File: config.mk
export PLATFORM = sky130hd
export DESIGN_NAME = debounced_magnitude_comparator_flat
export DESIGN_NICKNAME = d
export VERILOG_FILES = /design/src/rtl/debounced_magnitude_comparator_if.sv /design/src/rtl/debounced_magnitude_comparator.sv /design/src/flat_wrapper.sv
export SDC_FILE = /design/constraint.sdc
export NUM_CORES = 1
export LEC_CHECK = 0
export ABC_AREA = 1
export BUFFER_PORTS_ARGS = -buffer_cell sky130_fd_sc_hd__buf_2
export CAP_MARGIN = 20
export CORE_ASPECT_RATIO = 0.5
export CORE_UTILIZATION = 28
export CTS_CLUSTER_SIZE = 25
export DETAILED_ROUTE_END_ITERATION = 8
export PLACE_DENSITY_LB_ADDON = 0.05
export SLEW_MARGIN = 30
export SYNTH_ARGS = -nofsm -noshare
export SYNTH_HDL_FRONTEND = slang
export SYNTH_SLANG_ARGS = --single-unit
File: constraint.sdc
create_clock -name clk -period 1.5 [get_ports clk]
set_clock_uncertainty 0.2 [all_clocks]
set_input_delay 0.225 -clock clk [delete_from_list [all_inputs] [get_ports clk]]
set_output_delay 0.225 -clock clk [all_outputs]
set_load 0.01 [all_outputs]
File: src/rtl/debounced_magnitude_comparator_if.sv
// Operand/indicator bundle for debounced_magnitude_comparator.
// The DIFF field exists only when CMP_ABSDIFF_EN is defined.
interface debounced_magnitude_comparator_if #(
  parameter int WIDTH = 1
);
  logic [WIDTH-1:0] a;
  logic [WIDTH-1:0] b;
  logic             hold;
  logic             lt;
  logic             eq;
  logic             gt;
  logic             valid;
  logic             changed;
`ifdef CMP_ABSDIFF_EN
  logic [WIDTH:0]   diff;
`endif

  modport master (
    output a, b, hold,
`ifdef CMP_ABSDIFF_EN
    input  diff,
`endif
    input  lt, eq, gt, valid, changed
  );

  modport slave (
    input  a, b, hold,
`ifdef CMP_ABSDIFF_EN
    output diff,
`endif
    output lt, eq, gt, valid, changed
  );
endinterface

File: src/rtl/debounced_magnitude_comparator.sv
// Synchronised, debounced WIDTH-bit magnitude comparator with freeze and change pulse.
// Optional macro CMP_ABSDIFF_EN adds a registered |A-B| output (bus.diff).
module debounced_magnitude_comparator #(
  parameter int WIDTH           = 1,
  parameter int DEBOUNCE_CYCLES = 12000,
  parameter bit SIGNED          = 1'b0
) (
  input logic clk,
  input logic rst,
  debounced_magnitude_comparator_if.slave bus
);
  localparam int              CNT_W    = $clog2(DEBOUNCE_CYCLES + 1);
  localparam logic [CNT_W-1:0] CNT_LAST = CNT_W'(DEBOUNCE_CYCLES - 1);

  typedef enum logic [1:0] {INIT, RUN, FROZEN} state_t;

  // Index 0 carries operand A, index 1 carries operand B.
  logic [1:0][WIDTH-1:0] sync1, sync2, cand, stable;
  logic [1:0][CNT_W-1:0] cnt;
  logic [1:0]            qual;
  logic                  hold_meta, hold_sync;

  state_t     state, state_next;
  logic       load_result, track_change, both_qual;
  logic       lt_c, eq_c, gt_c;
  logic [2:0] result;
  logic       valid, changed;

  // NOTE: every register here, synchroniser stages included, clears on the async reset edge.
  always_ff @(posedge clk or posedge rst) begin
    if (rst) begin
      sync1     <= '0;
      sync2     <= '0;
      hold_meta <= 1'b0;
      hold_sync <= 1'b0;
    end else begin
      sync1     <= {bus.b, bus.a};
      sync2     <= sync1;
      hold_meta <= bus.hold;
      hold_sync <= hold_meta;
    end
  end

  // Whole-vector debounce: any bit change restarts the count, the count saturates once accepted.
  always_ff @(posedge clk or posedge rst) begin
    if (rst) begin
      cand   <= '0;
      stable <= '0;
      cnt    <= '0;
      qual   <= '0;
    end else begin
      for (int i = 0; i < 2; i++) begin
        if (sync2[i] != cand[i]) begin
          cand[i] <= sync2[i];
          cnt[i]  <= '0;
        end else if (cnt[i] == CNT_LAST) begin
          stable[i] <= cand[i];
          qual[i]   <= 1'b1;
        end else begin
          cnt[i] <= cnt[i] + 1'b1;
        end
      end
    end
  end

  assign both_qual = qual[0] & qual[1];

  // NOTE: combinational blocks assign every output a default first so no latch is inferred.
  always_comb begin
    lt_c = 1'b0;
    gt_c = 1'b0;
    if (SIGNED) begin
      lt_c = $signed(stable[0]) < $signed(stable[1]);
      gt_c = $signed(stable[0]) > $signed(stable[1]);
    end else begin
      lt_c = stable[0] < stable[1];
      gt_c = stable[0] > stable[1];
    end
  end

  assign eq_c = (stable[0] == stable[1]);

  always_ff @(posedge clk or posedge rst) begin
    if (rst) state <= INIT;
    else     state <= state_next;
  end

  // A HOLD seen in INIT is ignored; freezing only starts from RUN.
  always_comb begin
    state_next = state;
    unique case (state)
      INIT:    if (both_qual)  state_next = RUN;
      RUN:     if (hold_sync)  state_next = FROZEN;
      FROZEN:  if (!hold_sync) state_next = RUN;
      default:                 state_next = INIT;
    endcase
  end

  always_comb begin
    load_result  = 1'b0;
    track_change = 1'b0;
    unique case (state)
      INIT:    load_result = both_qual;
      RUN: begin
        load_result  = 1'b1;
        track_change = 1'b1;
      end
      default: ;
    endcase
  end

`ifdef CMP_ABSDIFF_EN
  logic [WIDTH:0] ext_a, ext_b, diff_c, diff;
  assign ext_a  = SIGNED ? {stable[0][WIDTH-1], stable[0]} : {1'b0, stable[0]};
  assign ext_b  = SIGNED ? {stable[1][WIDTH-1], stable[1]} : {1'b0, stable[1]};
  assign diff_c = gt_c ? (ext_a - ext_b) : (ext_b - ext_a);

  always_ff @(posedge clk or posedge rst) begin
    if (rst)              diff <= '0;
    else if (load_result) diff <= diff_c;
  end

  assign bus.diff = diff;
`endif

  // NOTE: sequential state uses non-blocking assignments so every register samples pre-edge values.
  always_ff @(posedge clk or posedge rst) begin
    if (rst) begin
      result  <= '0;
      valid   <= 1'b0;
      changed <= 1'b0;
    end else begin
      changed <= 1'b0;
      if (load_result) begin
        result  <= {lt_c, eq_c, gt_c};
        valid   <= 1'b1;
        // track_change is only high in RUN, where VALID is already set; this also covers FROZEN->RUN.
        changed <= track_change && ({lt_c, eq_c, gt_c} != result);
      end
    end
  end

  assign bus.lt      = result[2];
  assign bus.eq      = result[1];
  assign bus.gt      = result[0];
  assign bus.valid   = valid;
  assign bus.changed = changed;
endmodule
File: src/flat_wrapper.sv
// flat-port wrapper written by rule: the top's interface ports become plain ports
module debounced_magnitude_comparator_flat 
#(
  parameter int WIDTH           = 1,
  parameter int DEBOUNCE_CYCLES = 12000,
  parameter bit SIGNED          = 1'b0
)
  (clk, rst, bus_a, bus_b, bus_hold, bus_lt, bus_eq, bus_gt, bus_valid, bus_changed);
  debounced_magnitude_comparator_if #(.WIDTH(WIDTH)) bus_i ();
  input logic clk;
  input logic rst;
  input wire logic [$bits(bus_i.a)-1:0] bus_a;
  input wire logic [$bits(bus_i.b)-1:0] bus_b;
  input wire logic [$bits(bus_i.hold)-1:0] bus_hold;
  output wire logic [$bits(bus_i.lt)-1:0] bus_lt;
  output wire logic [$bits(bus_i.eq)-1:0] bus_eq;
  output wire logic [$bits(bus_i.gt)-1:0] bus_gt;
  output wire logic [$bits(bus_i.valid)-1:0] bus_valid;
  output wire logic [$bits(bus_i.changed)-1:0] bus_changed;
  assign bus_i.a = bus_a;
  assign bus_i.b = bus_b;
  assign bus_i.hold = bus_hold;
  assign bus_lt = bus_i.lt;
  assign bus_eq = bus_i.eq;
  assign bus_gt = bus_i.gt;
  assign bus_valid = bus_i.valid;
  assign bus_changed = bus_i.changed;
  debounced_magnitude_comparator #(.WIDTH(WIDTH), .DEBOUNCE_CYCLES(DEBOUNCE_CYCLES), .SIGNED(SIGNED)) u_core (.clk(clk), .rst(rst), .bus(bus_i));
endmodule
==> impl_metrics.json <==
{
  "drc": 0,
  "drtIter0Drc": 90,
  "syn_nets": 331,
  "synth_top_family_by_area": "simple AND/OR/NAND/NOR gates",
  "detailed_place.area_mm2": 0.00275,
  "rsz0062_at_grt": "yes",
  "dpl.hpwl_um": 3750,
  "async_flop_share": 1.00,
  "synth-compound-area-share": 0.0197,
  "fmax_mhz": 679,
  "post-route-period-util": 0.982,
  "muxShareOfSynthArea": 0,
  "min_period_ns": 1.47,
  "slew_headroom": 0.824,
  "cp.arrival_ns": 1.46,
  "globalRouteOverflowTotal": 0,
  "hold_viol": 0,
  "crit_fanout": 4,
  "ys_seq_elements": 47,
  "n_fill_cell": 867,
  "worstSetupPathType": "flip-flop to flip-flop",
  "run_status": "finished clean",
  "die_w_um": 135,
  "post_drt_wl_per_cell_um": 11.1,
  "cp.required_ns": 1.49,
  "power_density_mw_per_mm2": 851,
  "grt_pass1_vias": 1958,
  "peakVddDrop_mv": 0.408,
  "p_leak_nw": 1.46,
  "hp-class": "flip-flop to flip-flop",
  "netlist.area_leader.share": 0.476,
  "min_from": "u_core.hold_meta",
  "synth-xor-area-share": 0.0491,
  "first_pass_iters": 6,
  "wl_um": 5260,
  "yosysWarnings": 0,
  "synthFlopType": "dfrtp_1",
  "reg2reg_from": "u_core.cnt[15]",
  "min_path_cells": 0,
  "cts_root_buf": "clkbuf_16",
  "numCtsBuffers": 5,
  "synth.largest_area_cell": "dfrtp_1",
  "diodes": 0,
  "rows": 23,
  "syn_avg_cell_area_um2": 7.72,
  "setup_viol": 0,
  "die-area_mm2": 0.00923,
  "tightest_slew_ns": 0.264,
  "start_util": 0.299,
  "synthSimpleGateAreaFrac": 0.355,
  "synth_edf_count": 0,
  "rrSetupSlack_ns": 0.03,
  "holdWs_ns": 0.147,
  "viasPerCell": 4.28,
  "cts_sinks": 47,
  "areaGrowthSynthToFinish_pct": 25.9,
  "final_nets": 370,
  "synth_fa_ha_area_frac": 0.0304,
  "die_y_um": 68.4,
  "fp.coreArea_mm2": 0.00826,
  "cts_tree": "built",
  "cap_violations": 0,
  "gp_congestion": 0.789,
  "timing.rr.end": "u_core.cnt[16]",
  "grt_max_degree": 48,
  "synthCells": 320,
  "yosys.cell_types.count": 25,
  "endpoint_kind": "flip-flop",
  "mostFrequentLayoutCells": "91 x nand2_1, 49 x nor2_1, 41 x dfrtp_1, 36 x inv_1, 23 x nand3_1",
  "grt_antenna_before_repair": 0,
  "ff2ff_path_depth": 6,
  "seq_area_frac_synth": 0.476,
  "drive_above_1_share": 0.231,
  "drv_slew": 0,
  "fin_area_mm2": 0.00311,
  "io_pins": 10,
  "hold_path_end": "u_core.hold_sync",
  "multiInputGateArea_mm2": 0.00122,
  "final_common_cell": "nand2_1",
  "start_kind": "flip-flop",
  "grt_pass1_wl_um": 9260,
  "htreeDepth": 2,
  "netlist_area_mm2": 0.00247,
  "clock_path_buffers": 2,
  "via_count": 2021,
  "grt_usage": 0.132,
  "seqCellArea_mm2": 0.00118,
  "clk_latency_ns": 0.29,
  "ant_nets": 0,
  "p_total_mw": 2.65,
  "clk_pin_slew_ns": 0.07,
  "io_buffers": 9,
  "synth.area.top_cells": "dfrtp_1 48%, nand2_1 14%, nor2_1 9.0%"
}
## logic make-up after synthesis
group,Yosys count
AOI/OAI and AO/OA,7
xor gates and xnor gates,13
adders and majority gates,6
buffers and inverters,44
DFF,47
and+or+nand+nor,203
## report_power, final
group	internal, mW	switching, mW
clock	0.614	0.485
sequential	1.30	0.0377
combinational	0.0981	0.112
total	2.01	0.634
## layer usage
metal	wire, µm	vias to the layer above	global-route usage	share of wire
met2	2300	8	0.213	0.44
met1	2790	937	0.174	0.53
li1	-	1071	-	-
met4	43	0	0.0365	0.0082
met5	0	-	0	0
met3	124	5	0.0385	0.024
## worst max-delay path, cell delays in order, from the launching register on
cell,delay [ns]
dfrtp_1,0.42
ha_2,0.20
buf_4,0.13
buf_4,0.12
nand2_1,0.05
inv_1,0.03
o31ai_1,0.22
## cell type report
| class | count | share of cell area |
|---|---|---|
| Inverter | 42 | 0.0531 |
| Clock inverter | 3 | 0.00643 |
| Timing Repair Buffer | 34 | 0.0832 |
| Tap cell | 112 | 0.0450 |
| Clock buffer | 5 | 0.0402 |
| Multi-Input combinational cell | 229 | 0.392 |
| Sequential cell | 47 | 0.380 |
## how the worst max path moves through the flow
stage | start | endpoint | depth (start not counted)
floorplan | u_core.cnt[14] | u_core.cnt[18] | 6
global placement | u_core.cnt[1] | u_core.stable[0] | 6
CTS | u_core.cnt[15] | u_core.stable[1] | 6
finish | u_core.cnt[15] | u_core.cnt[16] | 6
detailed placement | u_core.cnt[15] | u_core.stable[1] | 6
global route | u_core.cnt[15] | u_core.stable[1] | 6
## cell usage after synthesis (2+ instances only)
master / n
ha_1: 6
or2_2: 4
inv_1: 42
xor2_1: 8
xnor2_1: 4
o21bai_1: 2
nand2_1: 95
nor2_1: 59
nand3_1: 26
nand4_1: 12
dfrtp_1: 47
nor2_4: 2
## registers in the layout (all words and copies together), names as in the netlist
register and flops:
u_core.cand 2, u_core.sync1 2, u_core.hold_sync 1, u_core.cnt 28
u_core.state 2, u_core.result 3, u_core.stable 2, u_core.hold_meta 1
u_core.sync2 2, u_core.bus.valid 1, u_core.bus.changed 1, u_core.qual 2
## per-stage QoR
| stage | setup slack, ns | instances | utilization | TNS, ns |
|---|---|---|---|---|
| floorplan | 0.0351 | 320 | - | 0 |
| global placement | 0.00547 | 451 | 0.333 | 0 |
| detailed placement | -0.0256 | 451 | 0.333 | -0.0598 |
| CTS | -0.0411 | 463 | 0.356 | -0.110 |
| global route | -0.0512 | 472 | 0.377 | -0.269 |
| finish | 0.0276 | 472 | 0.377 | 0 |
## what timing repair did
| action | CTS | global route |
|---|---|---|
| endpoints found under the setup margin | 7 | 30 |
| cloned | 0 | 0 |
| endpoints found under the hold margin | 50 | 0 |
| hold buffers | 4 | 0 |
| buffers inserted | 0 | 9 |
| pin swaps | 3 | 11 |
| resized for setup | 2 | 38 |
Note: power is estimated with default switching activity, not from simulation.
